==> config.mk <==
export PLATFORM = sky130hd
export DESIGN_NAME = lane_queue_sensor
export DESIGN_NICKNAME = d
export VERILOG_FILES = /design/src/rtl/lane_queue_sensor.sv
export SDC_FILE = /design/constraint.sdc
export NUM_CORES = 1
export LEC_CHECK = 0
export ABC_AREA = 0
export BUFFER_PORTS_ARGS = -buffer_cell sky130_fd_sc_hd__buf_2
export CAP_MARGIN = 5
export CORE_ASPECT_RATIO = 1.25
export CORE_MARGIN = 4
export CORE_UTILIZATION = 56
export DETAILED_ROUTE_END_ITERATION = 8
export PLACE_DENSITY = 0.87
export SYNTH_ARGS = -nofsm -noshare
export SYNTH_HDL_FRONTEND = slang
export SYNTH_SLANG_ARGS = --single-unit
==> constraint.sdc <==
create_clock -name clk -period 2.03 [get_ports clk]
set_input_delay 0.3045 -clock clk [delete_from_list [all_inputs] [get_ports clk]]
set_output_delay 0.3045 -clock clk [all_outputs]
set_load 0.05 [all_outputs]
==> src/rtl/lane_queue_sensor.sv <==
// Per-lane vehicle queue model: arrivals enqueue, green drains one vehicle per DEPART_CYC cycles,
// and each queue length is encoded as a 2-bit sensor reading. `LANE_QUEUE_SENSOR_HYST_EN adds sensor hysteresis.
module lane_queue_sensor #(
    parameter int unsigned QW         = 4,
    parameter int unsigned LOW_TH     = 1,
    parameter int unsigned HIGH_TH    = 4,
    parameter int unsigned DEPART_CYC = 4
) (
    input  logic       clk,
    input  logic       rst_n,
    input  logic [3:0] arrive,
    input  logic [2:0] Ta,
    input  logic [2:0] Tb,
    input  logic [2:0] Tc,
    input  logic [2:0] Td,
    output logic [1:0] Sa,
    output logic [1:0] Sb,
    output logic [1:0] Sc,
    output logic [1:0] Sd,
    output logic [3:0] depart,
    output logic [3:0] ovf
);

    localparam int unsigned TW = (DEPART_CYC > 1) ? $clog2(DEPART_CYC) : 1;
    localparam logic [TW-1:0] T_LAST = TW'(DEPART_CYC - 1);
    localparam logic [QW-1:0] Q_MAX  = '1;
    localparam logic [2:0]    GREEN  = 3'b001;

    logic [2:0] w_light [4];
    logic [1:0] w_sens  [4];

    assign w_light[0] = Ta;
    assign w_light[1] = Tb;
    assign w_light[2] = Tc;
    assign w_light[3] = Td;

    assign Sa = w_sens[0];
    assign Sb = w_sens[1];
    assign Sc = w_sens[2];
    assign Sd = w_sens[3];

    function automatic logic [1:0] f_enc(input logic [QW-1:0] q);
        if (q >= QW'(HIGH_TH))     return 2'b11;
        else if (q >= QW'(LOW_TH)) return 2'b01;
        else                       return 2'b00;
    endfunction

    for (genvar g = 0; g < 4; g++) begin : g_lane
        logic [QW-1:0] r_q;
        logic [TW-1:0] r_t;
        logic          r_dep;
        logic          r_ovf;
        logic [1:0]    r_sens;

        logic          w_green;
        logic          w_dep;
        logic          w_set_ovf;
        logic [QW-1:0] w_q_nxt;
        logic [TW-1:0] w_t_nxt;
        logic [1:0]    w_sens_nxt;

        // Departure timer and queue next-state
        always_comb begin
            w_green   = (w_light[g] == GREEN);
            w_dep     = 1'b0;
            w_set_ovf = 1'b0;
            w_t_nxt   = '0;
            w_q_nxt   = r_q;
            if (w_green && (r_q != '0)) begin
                if (r_t == T_LAST) w_dep   = 1'b1;
                else               w_t_nxt = r_t + TW'(1);
            end
            if (arrive[g] && !w_dep) begin
                if (r_q == Q_MAX) w_set_ovf = 1'b1;
                else              w_q_nxt   = r_q + QW'(1);
            end else if (w_dep && !arrive[g]) begin
                w_q_nxt = r_q - QW'(1);
            end
        end

        // Sensor level follows the registered queue; hysteresis holds 11 until q < HIGH_TH-1
        always_comb begin
            w_sens_nxt = f_enc(r_q);
`ifdef LANE_QUEUE_SENSOR_HYST_EN
            if ((r_sens == 2'b11) && (r_q >= QW'(HIGH_TH - 1))) w_sens_nxt = 2'b11;
`endif
        end

        always_ff @(posedge clk or negedge rst_n) begin
            if (!rst_n) begin
                r_q    <= '0;
                r_t    <= '0;
                r_dep  <= 1'b0;
                r_ovf  <= 1'b0;
                r_sens <= 2'b00;
            end else begin
                r_q    <= w_q_nxt;
                r_t    <= w_t_nxt;
                r_dep  <= w_dep;
                r_ovf  <= r_ovf | w_set_ovf;
                r_sens <= w_sens_nxt;
            end
        end

        assign depart[g] = r_dep;
        assign ovf[g]    = r_ovf;
        assign w_sens[g] = r_sens;
    end

endmodule
# Yosys cells after proc, flatten, opt, wreduce, memory -nomap -nowiden
# Cells that the tools add are included.
# totals
reg_bits,40
out_inout_bits,16
wordCells,136
# classes
add_sub_neg,12
n_lt_le_gt_ge,8
reduce_logical,32
n_mux,44
n_bitwise,4
eq_ne,16
# ops
operator,n
$mux W4,12
$mux W2,12
$mux W1,20
$add A4 B1 Y4 const B,4
$eq A4 B4 Y1 const B,4
$ge A4 B1 Y1 const B,4
$ge A4 B3 Y1 const B,4
$reduce_bool A4 Y1,4
$sub A4 B1 Y4 const B,4
$eq A3 B1 Y1 const B,4
$logic_and A1 B1 Y1,12
$add A2 B1 Y2 const B,4
$eq A2 B2 Y1 const B,4
$logic_not A1 Y1,8
$ne A2 B2 Y1 const B,4
$reduce_and A2 Y1,4
$reduce_bool A2 Y1,4
$or A1 B1 Y1,4

# Logic depth before layout (Yosys ltp)
# logic_depth
word_depth,7
ltp_mapped,7

# Worst setup path after synthesis
# OpenSTA, ideal clock, no wires.
# synth_path
kind,register to register
startpoint,register g_lane[2].r_q[0]
endpoint,register g_lane[2].r_q[0]
path_stages_with_launch,7
path_slack_ns,0.418
arrival_ns,1.488
path_buffers,0
synth_period_minus_slack_ns,1.612
required_time_ns,1.906
cell_sequence,dfrtp_1 > inv_1 > ha_1 > or3b_2 > nand2b_2 > o21ai_0 > xnor2_1
# synth_via
elab_chain_len,7
# synth_lines
element,line_no,rtl
start: declaration,49,logic [QW-1:0] r_q;
start signal: assignment,97,r_q <= w_q_nxt;
$reduce_bool A4 Y1,69,if (w_green && (r_q != '0)) begin
$logic_and A1 B1 Y1,69,
$mux W1,69,
$logic_not A1 Y1,73,if (arrive[g] && !w_dep) begin
$logic_and A1 B1 Y1,73,
$ne A2 B2 Y1 (no line) / $reduce_bool A2 Y1 (equally long branches),n/a,
$reduce_and A2 Y1 (no line),n/a,
# Parallel ways exist; a longest one is shown, timed or not. The select of a mux whose other input is x is not followed.
# A chain may end at the register's enable or synchronous reset.

# Final worst setup path
# layout_path
startpoint,register g_lane[0].r_q[0]
endpoint,register g_lane[0].r_q[1]
# layout_via
elab_chain_len,7
# layout_lines
element,line_no
start: declaration,49
start signal: assignment,97
$reduce_bool A4 Y1,69
$logic_and A1 B1 Y1,69
$mux W1,69
$logic_not A1 Y1,73
$logic_and A1 B1 Y1,73
$ne A2 B2 Y1 (no line) / $reduce_bool A2 Y1 (equally long branches),n/a
$reduce_and A2 Y1 (no line),n/a
# Parallel ways exist; a longest one is shown, timed or not. The select of a mux whose other input is x is not followed.

==> impl_metrics.json <==
{
  "io_pins": 34,
  "dpl.hpwl_um": 2970,
  "gp_congestion": 0.931,
  "worst_ep_arrival_time_ns": 2.05,
  "clkPwrFrac": 0.167,
  "cts_max_path_buffers": 2,
  "clk_pin_slew_ns": 0.08,
  "drive_gt1_frac": 0.208,
  "core_area_um2": 3820,
  "grt_pass1_wl_um": 7020,
  "p_int_w": 0.00186,
  "setup_viol": 0,
  "maxUsedRoutingLayer": "met4",
  "cts_tree": "done",
  "irDropWorstVdd_v": 0.000743,
  "met3_length_um": 195,
  "h-tree-depth": 2,
  "netlist_instances": 219,
  "endpoint_kind": "flop",
  "pwr-share-seq": 0.406,
  "fmax_mhz": 536,
  "power_frac_comb": 0.427,
  "rsz0062_at_grt": "false",
  "r2r_slack_ns": 0.16,
  "outcome": "finished clean",
  "ant_nets": 0,
  "numCtsBuffers": 5,
  "hold_viol": 0,
  "avgRoutedWirePerCell_um": 13.2,
  "grt_max_degree": 23,
  "crit_start": "g_lane[0].r_q[0]$_DFFE_PN0P_",
  "critPathKind": "reg2reg",
  "die_area_um2": 5040,
  "grt_pass1_vias": 1667,
  "port_buffers": 33,
  "synth_area_um2": 2220,
  "synth_area_per_cell_um2": 10.1,
  "r2r_cells": 6,
  "totalWireLength_um": 4000,
  "synth_warnings": 0,
  "yosys.cell_types.count": 38,
  "worstReg2RegEnd": "g_lane[0].r_q[1]$_DFFE_PN0P_",
  "critPathMaxFanout": 8,
  "row_count": 25,
  "drt_drc_violations_left": 0,
  "drv_slew": 0,
  "place_area_um2": 2380,
  "synthFlopType": "dfrtp_1",
  "ys_ff_latch": 40,
  "switching_share": 0.419,
  "synth_edf_count": 0,
  "relSlewSlack": 0.584,
  "drt-initial-drc-count": 61,
  "die_h_um": 78.4,
  "synth_fp_nets": 253,
  "layout_min_cycle_time_ns": 1.87,
  "endpoint": "g_lane[0].r_q[1]$_DFFE_PN0P_",
  "grt_usage": 0.175,
  "antenna_found_initial": 0,
  "hold_class": "in2reg",
  "synthArstFlopShare": 1.00,
  "worst_pin_slew_ns": 0.616,
  "nets": 283,
  "start_kind": "flop",
  "clock-sinks": 40,
  "insertion_delay_ns": 0.29,
  "max_cap_violations": 0,
  "setup_tns_ns": 0,
  "drt-met1-wl_um": 1700,
  "cp.required_ns": 2.21,
  "power_switching_w": 0.00135,
  "fp.dieW_um": 64.3,
  "antennaDiodeCount": 0,
  "r2r_start": "g_lane[0].r_q[0]$_DFFE_PN0P_",
  "routed_via_density": 5.55,
  "power.leakage_nw": 1.15,
  "vias": 1686,
  "area_delta_synth_final_pct": 12.1,
  "initial_core_util": 0.582,
  "ys_seq_area_frac": 0.451,
  "finish.instance_area_um2": 2490,
  "power_density_nw_per_um2": 1290,
  "grt_overflow": 0,
  "wl_met2_um": 2030,
  "cts-root-buf": "clkbuf_8",
  "finalCritPeriodShare": 0.919,
  "clock-skew-final_ns": 0.00681,
  "dr.pass1.iters": 4
}
## power groups by stage
stage	clock network (W)	logic [W]	registers, W
floorplan	0	0.000999	0.00140
global placement	0	0.00132	0.00130
detailed placement	0	0.00136	0.00131
CTS	0.000548	0.00137	0.00130
global route	0.000578	0.00154	0.00135
finish	0.000536	0.00137	0.00130
## cells in the mapped netlist, drive strengths merged (6+ instances only)
| cell type | count | share of area |
|---|---|---|
| dfrtp | 40 | 0.45 |
| inv | 20 | 0.034 |
| ha | 16 | 0.090 |
| nor3 | 14 | 0.032 |
| nand2 | 11 | 0.019 |
| buf | 10 | 0.037 |
| nand3 | 10 | 0.023 |
| nor2 | 10 | 0.017 |
| o21ai | 9 | 0.020 |
| o211ai | 8 | 0.027 |
| xnor2 | 8 | 0.032 |
| nand2b | 6 | 0.020 |
## routing by layer
metal | GRT usage | vias to the layer above
met3 | 0.0315 | 8
met1 | 0.200 | 814
met4 | 0.0909 | 0
li1 | - | 822
met5 | 0 | -
met2 | 0.310 | 42
## how the worst min path moves through the flow
stage | from | endpoint | cells after the start
2_1_floorplan | rst_n | Sa[0]$_DFF_PN0_ | 0
3_3_place_gp | rst_n | Sb[1]$_DFF_PN0_ | 1
3_5_place_dp | rst_n | Sb[1]$_DFF_PN0_ | 1
4_1_cts | Td[0] | g_lane[3].r_t[1]$_DFF_PN0_ | 3
5_1_grt | Ta[1] | g_lane[0].r_t[1]$_DFF_PN0_ | 3
6_report | Td[0] | g_lane[3].r_t[1]$_DFF_PN0_ | 3
## through the flow
step	hold slack (ns)	total power (W)	instances	setup WS [ns]	utilization
floorplan	0.00891	0.00240	219	0.418	-
global placement	0.276	0.00262	295	0.206	0.625
detailed placement	0.280	0.00267	295	0.123	0.625
CTS	0.270	0.00322	304	0.0984	0.651
global route	0.301	0.00347	304	0.0469	0.652
finish	0.277	0.00321	304	0.165	0.652
## layout make-up
type                            instances  area [um2]
Clock buffer                            8        90.1
Fill cell                             334        1330
Inverter                               20        75.1
Multi-Input combinational cell        147        1060
Sequential cell                        40        1000
Tap cell                               54        67.6
Timing Repair Buffer                   35         195
## cell families after synthesis
logic type               Yosys count  synth area share
buffers and inverters             32            0.0744
AND/OR/NAND/NOR                   84             0.234
XOR/XNOR                           8            0.0316
flip-flops                        40             0.451
AO/OA/AOI/OAI                     39             0.119
adder cells (fa/ha/maj)           16            0.0901
## what timing repair did
action / in CTS / in global routing
endpoints found under the setup margin: 0 / 4
resized for setup: 0 / 1
hold buffers: 1 / 0
buffers inserted: 0 / 0
endpoints found under the hold margin: 18 / 0
## sequential cells by signal, summed over array words and instances, names as in the netlist
register,cells
g_lane.r_dep,4
Sd,2
Sb,2
Sa,2
g_lane.r_q,16
g_lane.r_t,8
Sc,2
g_lane.r_ovf,4
## worst max-delay path, cell delays in order, from the launching register on
cell and delay [ns]:
dfrtp_1 0.41, inv_1 0.13, ha_1 0.21, nor3b_4 0.35, or2_1 0.32, a21oi_1 0.11, o22a_1 0.22
## cells in the final DEF, fill, tap and decap left out, types with 4 or more instances in the layout
master    instances
a21oi_1           5
a31oi_1           4
buf_2            33
clkbuf_8          6
dfrtp_1          40
ha_1             16
inv_1            20
nand2_1          11
nand3_1          10
nor2_1           10
nor3_1           14
o211ai_1          8
o21ai_0           9
o21bai_1          4
or2_2             4
or4_1             4
xnor2_1           8
(Power assumes the default switching activity.)
